### src/rtl/eth_bus_pkg.sv
// Shared definitions for the Ethernet controller host-bus master.
//   state_t   : main FSM states
//   sub_t     : sub-phase reported by bus_phase_timer
//   cmd_word  : builds the command word driven during the command phase
//   *_DEF     : default timing / burst-width constants
package eth_bus_pkg;

  localparam int SETUP_CYC_DEF  = 1;
  localparam int STROBE_CYC_DEF = 2;
  localparam int HOLD_CYC_DEF   = 1;
  localparam int LEN_W_DEF      = 8;
  // Wide enough for any sub-phase count up to 256 cycles.
  localparam int CNT_W          = 8;

  typedef enum logic [2:0] {
    ST_IDLE     = 3'd0,
    ST_C_SETUP  = 3'd1,
    ST_C_STROBE = 3'd2,
    ST_C_HOLD   = 3'd3,
    ST_D_WAIT   = 3'd4,
    ST_D_SETUP  = 3'd5,
    ST_D_STROBE = 3'd6,
    ST_D_HOLD   = 3'd7
  } state_t;

  typedef enum logic [1:0] {
    SUB_SETUP  = 2'd0,
    SUB_STROBE = 2'd1,
    SUB_HOLD   = 2'd2
  } sub_t;

  // Byte enables land in the nibble of the half-word selected by offset[1].
  function automatic logic [15:0] cmd_word(input logic [7:0] offset, input logic [1:0] be);
    logic [1:0] w_hi;
    logic [1:0] w_lo;
    w_hi = offset[1] ? be : 2'b00;
    w_lo = offset[1] ? 2'b00 : be;
    return {w_hi, w_lo, 4'b0000, offset};
  endfunction

endpackage

### src/rtl/bus_phase_timer.sv
// Sub-phase sequencer for one bus phase (setup -> strobe -> hold).
//   clk40m, reset  : clock, synchronous active-high reset
//   i_start        : load the setup count; the phase begins the next cycle
//   o_sub          : current sub-phase
//   o_sub_end      : last cycle of the current sub-phase
//   o_phase_done   : last cycle of the hold sub-phase
module bus_phase_timer
  import eth_bus_pkg::*;
#(
  parameter int SETUP_CYC  = SETUP_CYC_DEF,
  parameter int STROBE_CYC = STROBE_CYC_DEF,
  parameter int HOLD_CYC   = HOLD_CYC_DEF
) (
  input  logic clk40m,
  input  logic reset,
  input  logic i_start,
  output sub_t o_sub,
  output logic o_sub_end,
  output logic o_phase_done
);

  logic             r_active;
  sub_t             r_sub;
  logic [CNT_W-1:0] r_cnt;

  assign o_sub        = r_sub;
  assign o_sub_end    = r_active && (r_cnt == '0);
  assign o_phase_done = o_sub_end && (r_sub == SUB_HOLD);

  always_ff @(posedge clk40m) begin
    if (reset) begin
      r_active <= 1'b0;
      r_sub    <= SUB_SETUP;
      r_cnt    <= '0;
    end else if (i_start) begin
      r_active <= 1'b1;
      r_sub    <= SUB_SETUP;
      r_cnt    <= CNT_W'(SETUP_CYC - 1);
    end else if (r_active) begin
      if (r_cnt == '0) begin
        case (r_sub)
          SUB_SETUP: begin
            r_sub <= SUB_STROBE;
            r_cnt <= CNT_W'(STROBE_CYC - 1);
          end
          SUB_STROBE: begin
            r_sub <= SUB_HOLD;
            r_cnt <= CNT_W'(HOLD_CYC - 1);
          end
          default: r_active <= 1'b0;
        endcase
      end else begin
        r_cnt <= r_cnt - CNT_W'(1);
      end
    end
  end

endmodule

### src/rtl/eth_bus_master.sv
// Host-bus master for the Ethernet MAC/PHY multiplexed CMD/RDN/WRN/SD bus.
// Accepts a request (valid/ready), optionally issues one command word, then
// runs req_len+1 data phases with programmable setup/strobe/hold timing.
//   request : req_valid/req_ready, req_wr, req_offset, req_be, req_len, req_nocmd
//   write   : wr_data/wr_valid/wr_ready, one word per data phase
//   read    : rd_data/rd_valid, one pulse per word, no backpressure
//   bus     : CMD, RDN, WRN, sd_o, sd_oe, sd_i ; status: busy
//
// state       | meaning
// ------------+---------------------------------------------------------
// ST_IDLE     | waiting for a request, req_ready high
// ST_C_SETUP  | command word driven, CMD=1, strobes high
// ST_C_STROBE | command word driven, WRN low
// ST_C_HOLD   | command word still driven, strobes high
// ST_D_WAIT   | write: waiting for wr_valid; read: one idle cycle
// ST_D_SETUP  | data phase, CMD=0, write data driven (writes only)
// ST_D_STROBE | WRN (write) or RDN (read) low
// ST_D_HOLD   | strobes high; end of burst or decrement remaining count
module eth_bus_master
  import eth_bus_pkg::*;
#(
  parameter int SETUP_CYC  = SETUP_CYC_DEF,
  parameter int STROBE_CYC = STROBE_CYC_DEF,
  parameter int HOLD_CYC   = HOLD_CYC_DEF,
  parameter int LEN_W      = LEN_W_DEF
) (
  input  logic             clk40m,
  input  logic             reset,
  input  logic             req_valid,
  output logic             req_ready,
  input  logic             req_wr,
  input  logic [7:0]       req_offset,
  input  logic [1:0]       req_be,
  input  logic [LEN_W-1:0] req_len,
  input  logic             req_nocmd,
  input  logic [15:0]      wr_data,
  input  logic             wr_valid,
  output logic             wr_ready,
  output logic [15:0]      rd_data,
  output logic             rd_valid,
  output logic             busy,
  output logic             CMD,
  output logic             RDN,
  output logic             WRN,
  output logic [15:0]      sd_o,
  output logic             sd_oe,
  input  logic [15:0]      sd_i
);

  state_t           r_state;
  logic             r_wr;
  logic [15:0]      r_cmd_word;
  logic [15:0]      r_wdata;
  logic [LEN_W-1:0] r_remaining;
  logic             r_req_ready, r_wr_ready, r_rd_valid, r_busy;
  logic             r_cmd, r_rdn, r_wrn, r_sd_oe;
  logic [15:0]      r_rd_data, r_sd_o;

  state_t      w_state_nxt;
  sub_t        w_sub;
  logic        w_sub_end, w_phase_done, w_tmr_start;
  logic        w_accept, w_wr_nxt, w_data_go, w_wr_take;
  logic        w_cmd_phase, w_data_drive, w_rd_capture;
  logic [15:0] w_cmd_nxt, w_wdata_nxt;

  bus_phase_timer #(
    .SETUP_CYC (SETUP_CYC),
    .STROBE_CYC(STROBE_CYC),
    .HOLD_CYC  (HOLD_CYC)
  ) u_timer (
    .clk40m      (clk40m),
    .reset       (reset),
    .i_start     (w_tmr_start),
    .o_sub       (w_sub),
    .o_sub_end   (w_sub_end),
    .o_phase_done(w_phase_done)
  );

  // Outputs are registered from the next state, so the "next" view of the
  // latched request is needed on the accept / data-latch edges.
  assign w_accept     = req_valid && r_req_ready;
  assign w_wr_nxt     = w_accept ? req_wr : r_wr;
  assign w_cmd_nxt    = w_accept ? cmd_word(req_offset, req_be) : r_cmd_word;
  assign w_wr_take    = (r_state == ST_D_WAIT) && r_wr && wr_valid;
  assign w_wdata_nxt  = w_wr_take ? wr_data : r_wdata;
  assign w_data_go    = (r_state == ST_D_WAIT) && (!r_wr || wr_valid);
  assign w_tmr_start  = (w_accept && !req_nocmd) || w_data_go;
  assign w_rd_capture = (r_state == ST_D_STROBE) && w_sub_end && !r_wr;

  always_comb begin
    w_state_nxt = r_state;
    case (r_state)
      ST_IDLE:
        if (w_accept) w_state_nxt = req_nocmd ? ST_D_WAIT : ST_C_SETUP;
      ST_C_SETUP, ST_C_STROBE, ST_C_HOLD:
        if (w_phase_done)   w_state_nxt = ST_D_WAIT;
        else if (w_sub_end) w_state_nxt = (w_sub == SUB_SETUP) ? ST_C_STROBE : ST_C_HOLD;
      ST_D_WAIT:
        if (w_data_go) w_state_nxt = ST_D_SETUP;
      ST_D_SETUP, ST_D_STROBE, ST_D_HOLD:
        if (w_phase_done)   w_state_nxt = (r_remaining == '0) ? ST_IDLE : ST_D_WAIT;
        else if (w_sub_end) w_state_nxt = (w_sub == SUB_SETUP) ? ST_D_STROBE : ST_D_HOLD;
      default: w_state_nxt = ST_IDLE;
    endcase
  end

  assign w_cmd_phase  = (w_state_nxt == ST_C_SETUP) || (w_state_nxt == ST_C_STROBE) ||
                        (w_state_nxt == ST_C_HOLD);
  assign w_data_drive = w_wr_nxt && ((w_state_nxt == ST_D_SETUP) ||
                        (w_state_nxt == ST_D_STROBE) || (w_state_nxt == ST_D_HOLD));

  always_ff @(posedge clk40m) begin
    if (reset) begin
      r_state     <= ST_IDLE;
      r_wr        <= 1'b0;
      r_cmd_word  <= '0;
      r_wdata     <= '0;
      r_remaining <= '0;
      r_req_ready <= 1'b0;
      r_wr_ready  <= 1'b0;
      r_rd_valid  <= 1'b0;
      r_rd_data   <= '0;
      r_busy      <= 1'b0;
      r_cmd       <= 1'b1;
      r_rdn       <= 1'b1;
      r_wrn       <= 1'b1;
      r_sd_oe     <= 1'b0;
      r_sd_o      <= '0;
    end else begin
      r_state    <= w_state_nxt;
      r_wr       <= w_wr_nxt;
      r_cmd_word <= w_cmd_nxt;
      r_wdata    <= w_wdata_nxt;
      // Decrement only when another data phase follows, so the count never wraps.
      if (w_accept)
        r_remaining <= req_len;
      else if ((r_state == ST_D_HOLD) && w_phase_done && (r_remaining != '0))
        r_remaining <= r_remaining - LEN_W'(1);
      r_req_ready <= (w_state_nxt == ST_IDLE);
      r_busy      <= (w_state_nxt != ST_IDLE);
      r_wr_ready  <= (w_state_nxt == ST_D_WAIT) && w_wr_nxt;
      r_cmd       <= (w_state_nxt == ST_IDLE) || w_cmd_phase;
      r_wrn       <= !((w_state_nxt == ST_C_STROBE) ||
                       ((w_state_nxt == ST_D_STROBE) && w_wr_nxt));
      r_rdn       <= !((w_state_nxt == ST_D_STROBE) && !w_wr_nxt);
      r_sd_oe     <= w_cmd_phase || w_data_drive;
      r_sd_o      <= w_cmd_phase ? w_cmd_nxt : (w_data_drive ? w_wdata_nxt : 16'h0000);
      r_rd_valid  <= w_rd_capture;
      if (w_rd_capture) r_rd_data <= sd_i;
    end
  end

  assign req_ready = r_req_ready;
  assign wr_ready  = r_wr_ready;
  assign rd_valid  = r_rd_valid;
  assign rd_data   = r_rd_data;
  assign busy      = r_busy;
  assign CMD       = r_cmd;
  assign RDN       = r_rdn;
  assign WRN       = r_wrn;
  assign sd_oe     = r_sd_oe;
  assign sd_o      = r_sd_o;

endmodule
### config.mk
export PLATFORM = sky130hd
export DESIGN_NAME = eth_bus_master
export DESIGN_NICKNAME = d
export VERILOG_FILES = /design/src/rtl/eth_bus_pkg.sv /design/src/rtl/bus_phase_timer.sv /design/src/rtl/eth_bus_master.sv
export SDC_FILE = /design/constraint.sdc
export NUM_CORES = 1
export LEC_CHECK = 0
export BUFFER_PORTS_ARGS = -buffer_cell sky130_fd_sc_hd__buf_2
export CORE_ASPECT_RATIO = 0.5
export CORE_UTILIZATION = 60
export CTS_BUF_LIST = sky130_fd_sc_hd__clkbuf_8
export CTS_CLUSTER_SIZE = 20
export DETAILED_ROUTE_END_ITERATION = 12
export PLACE_DENSITY = 0.88
export SKIP_LAST_GASP = 1
export SLEW_MARGIN = 20
export SYNTH_ARGS = -nofsm -noshare
export SYNTH_HDL_FRONTEND = slang
export SYNTH_SLANG_ARGS = --single-unit
### constraint.sdc
create_clock -name clk40m -period 5.7 [get_ports clk40m]
set_clock_uncertainty 0.15 [all_clocks]
set_input_delay 1.14 -clock clk40m [delete_from_list [all_inputs] [get_ports clk40m]]
set_output_delay 1.14 -clock clk40m [all_outputs]
set_load 0.05 [all_outputs]
==> results.md <==
Run status:
- The run finished with clean final reports.

Route:
- Dividing the detail-routed via count by the number of cells gives 5.75.
- The number of vias after detailed routing is 3,459.
- After detailed routing, the average wire length per cell comes to 15.1 µm.
- In this run the remaining antenna-violating nets after routing total 0.
- In the routed design, unresolved DRC markers number 0.
- The initial detailed-routing violation count is 217.
- The final wirelength is 9.10 mm.
- The first TritonRoute pass finished after 4 iterations.

Yosys:
- The combinational family with the most area after synthesis is simple AND/OR/NAND/NOR gates.
- The net count after synthesis is 489.
- During synthesis, Yosys emitted a total of 0 warnings.
- Summing the areas of all fa, ha and maj instances in the mapped netlist gives 1.23% of the synthesized area.
- The number of standard cells after synthesis is 429.
- The commonest register cell after synthesis is sky130_fd_sc_hd__dfxtp_1.
- Measured against the total synthesized area, the mux share comes to 6.77%.
- Summing the sequential cell areas from Yosys gives 46.8% of the chip area.
- The XOR/XNOR share of the synthesized area is 0.861%.
- In this run, synthesis inferred 0 flip-flops with an integrated enable.
- The synthesized area per cell is approximately 9.5 µm².
- Counting flops with an async set or reset pin after synthesis yields a share of 0%.
- Of the total synthesized cell area, the portion taken by AND, OR, NAND and NOR gates is 21.5%.
- The count of unique library cells instantiated by Yosys is approximately 60.
- The number of register bits inferred by synthesis is 95.
- The area fraction in compound gates after synthesis is 16.8%.
- The mapped cell area is 4070 µm².

Place:
- Port buffering added between 90 and 100 buffers.
- The weighted congestion reported at the end of routability-driven placement is about 0.85.
- Detailed placement finished with a half-perimeter wire length of 6.03 mm.
- The minimum setup slack after placement is 2.52 ns.

STA:
- After layout, the worst path uses 52.6% of the clock period.
- The highest attainable clock frequency is ~330 MHz.
- The worst-case setup margin in the final layout is 2.70 ns.
- The worst path needs 3.00 ns of the cycle, external delays included.
- The transition time at the pin with the least slew margin is 1.04 ns.
- Setup total negative slack on the finished layout was measured at 0 ns.
- The number of max-slew violations in the final report was 0.
- Setup repair after global routing left no endpoint under its margin.
- Setup violations remaining at the end of the flow were counted as 0.
- The worst pin sits at a relative slew slack of a little under a third.
- The hold violation total from the final report is 0.

Hold path:
- The worst hold path was traced through 2 stages.
- The worst min-delay path category is flip-flop to flip-flop.

GRT:
- The pin count of the biggest net entering global routing is 72.
- The global routing usage summed across all routing layers is between 20% and 30%.
- The global-route congestion overflow total is 0.
- The via count of the first global-routing pass is between 3,000 and 4,000.
- The global-route wire length before repair is approximately 14 mm.
- The number of antenna violations at the first check in global routing is 0.

Clock tree:
- The clock drives between 90 and 100 sinks.
- The quantity of hold-fixing buffers added after cts is 0.
- Once the clock tree was built, the resizer swapped 0 gates to a different size.
- The clock tree synthesis step divided the H-tree into 3 levels.
- Buffers added to address setup during post-CTS repair amount to 0.
- The clock slew seen by the registers of the worst setup and hold paths is 0.09 ns.
- CTS placed an instance of sky130_fd_sc_hd__clkbuf_8 at the clock tree root.
- TritonCTS built the clock tree.
- At the later pin of the worst-skew pair, clock insertion delay measures about 0.36 ns.
- No sink is reached through more buffers than the 2 on the longest clock path.
- The number of clock buffers added by TritonCTS is 9.

Floorplan:
- The overall die area is 7130 µm².
- The cell row count is 20.
- The overall die width is approximately 120 µm.
- The core area is 6310 µm².
- In this run the count of I/O pins placed on the die edge is 96.
- The vertical extent of the die is 60.2 µm.
- The starting density of the core is 64.5%.

Worst setup path:
- The worst setup path is launched from a flip-flop.
- Data on the critical path is required at its endpoint by 5.76 ns.
- The class of the most critical setup path is flip-flop to flip-flop.
- Along the worst path, the maximum fanout reaches 16.
- The worst register-to-register path has a depth of 6.
- STA puts the critical path data arrival time at 3.06 ns.
- The kind of capture point of the worst setup path is a flip-flop.

Pwr:
- The analysis attributes to cell leakage a power of 1.95 nW.
- Power comes to 1.44 mW.
- Power spread over the standard cell area amounts to 306 nW/µm².
- The peak supply drop is between 0.2 and 0.25 mV.

Run:
- The max-capacitance violation count is 0.

Cells and area:
- Of the cells placed in the final design, the portion with a size suffix greater than 1 is 28.6%.
- The top cell types in the final layout, fill and taps aside, are 95 x sky130_fd_sc_hd__dfxtp_1, 95 x sky130_fd_sc_hd__buf_2, 45 x sky130_fd_sc_hd__nand2_1.
- The synthesis-to-finish area growth is 16.0%.
- After the last flow step, the layout net total stands at 570.
- 0 antenna diodes ended up in the layout.
==> critical path, cell delays in order, from the launching register on <==
cell	delay, ns
sky130_fd_sc_hd__dfxtp_1	0.36
sky130_fd_sc_hd__inv_1	0.12
sky130_fd_sc_hd__ha_1	0.21
sky130_fd_sc_hd__nor4bb_2	0.70
sky130_fd_sc_hd__and4_1	0.40
sky130_fd_sc_hd__or3_1	0.68
sky130_fd_sc_hd__o32ai_1	0.22
==> area by class of cell <==
| cell class | count | area, µm² |
|---|---|---|
| Fill cell | 469 | 1590 |
| Timing Repair Buffer | 96 | 483 |
| Clock buffer | 9 | 124 |
| Multi-Input combinational cell | 284 | 1920 |
| Inverter | 24 | 90.1 |
| Sequential cell | 95 | 1900 |
| Clock inverter | 6 | 85.1 |
| Tap cell | 88 | 110 |
==> cell families after synthesis <==
family                     count (synthesis)
and+or+nand+nor                          160
muxes                                     27
buffers and inverters                     50
AOI/OAI and AO/OA                         89
xor gates and xnor gates                   4
adders and majority gates                  4
DFF                                       95
==> metrics by stage <==
stage               utilization, %  instances  cell area, µm²  hold slack, ns
global placement              71.4        587            4500           0.267
CTS                           74.7        602            4710           0.297
detailed placement            71.4        587            4500           0.274
finish                        74.8        602            4720           0.301
floorplan                        -        429            4070           0.255
global route                  74.8        602            4720           0.318
==> worst paths after layout <==
path / endpoint / from / slack, ns
max: sd_o[6] / u_timer.r_cnt[0] / 2.70
max reg2reg: sd_o[6] / u_timer.r_cnt[0] / 2.70
min: r_cmd_word[9] / r_cmd_word[9] / 0.30
min reg2reg: r_cmd_word[9] / r_cmd_word[9] / 0.30
==> report_power, final <==
group / leakage [nW] / total, mW / internal (mW) / switching (mW)
logic: 1.08 / 0.250 / 0.100 / 0.150
clock network: 0.107 / 0.471 / 0.244 / 0.228
registers: 0.769 / 0.721 / 0.690 / 0.0311
==> cells in the mapped netlist (3+ instances only) <==
library cell | instances | share of area (%)
sky130_fd_sc_hd__o211ai_1 | 4 | 0.74
sky130_fd_sc_hd__inv_1 | 24 | 2.2
sky130_fd_sc_hd__o32ai_1 | 6 | 1.3
sky130_fd_sc_hd__nor2_1 | 35 | 3.2
sky130_fd_sc_hd__a21oi_1 | 26 | 3.2
sky130_fd_sc_hd__o21ai_0 | 12 | 1.5
sky130_fd_sc_hd__or2_2 | 15 | 2.3
sky130_fd_sc_hd__or4_1 | 8 | 1.5
sky130_fd_sc_hd__nor3_1 | 11 | 1.4
sky130_fd_sc_hd__xnor2_1 | 4 | 0.86
sky130_fd_sc_hd__o21a_1 | 5 | 0.92
sky130_fd_sc_hd__nand4_1 | 3 | 0.46
sky130_fd_sc_hd__ha_1 | 4 | 1.2
sky130_fd_sc_hd__o31ai_1 | 4 | 0.74
sky130_fd_sc_hd__o32ai_2 | 10 | 4.0
sky130_fd_sc_hd__nor4_1 | 3 | 0.46
sky130_fd_sc_hd__clkbuf_1 | 14 | 1.3
sky130_fd_sc_hd__mux2i_1 | 25 | 6.2
sky130_fd_sc_hd__buf_2 | 5 | 0.62
sky130_fd_sc_hd__and3_1 | 4 | 0.62
sky130_fd_sc_hd__nand2_1 | 45 | 4.2
sky130_fd_sc_hd__nand3_1 | 4 | 0.49
sky130_fd_sc_hd__a31oi_1 | 8 | 1.2
sky130_fd_sc_hd__dfxtp_1 | 95 | 47
sky130_fd_sc_hd__or3_1 | 6 | 0.92
sky130_fd_sc_hd__and4_1 | 4 | 0.86
==> flip-flops by register name, summed over array words and instances (netlist names), 2 cells and up <==
signal and count:
r_cmd_word 16, r_wdata 16, rd_data 16, sd_o 16, r_remaining 8, u_timer.r_cnt 8
r_state 3, u_timer.o_sub 2
==> layer usage <==
metal	GRT usage [%]	part of all wire [%]	vias up
met2	44.6	48	111
met4	12.1	1.5	0
li1	-	-	1683
met5	0	0	-
met1	31.5	45	1652
met3	7.54	5.5	13
(Power assumes the default switching activity.)
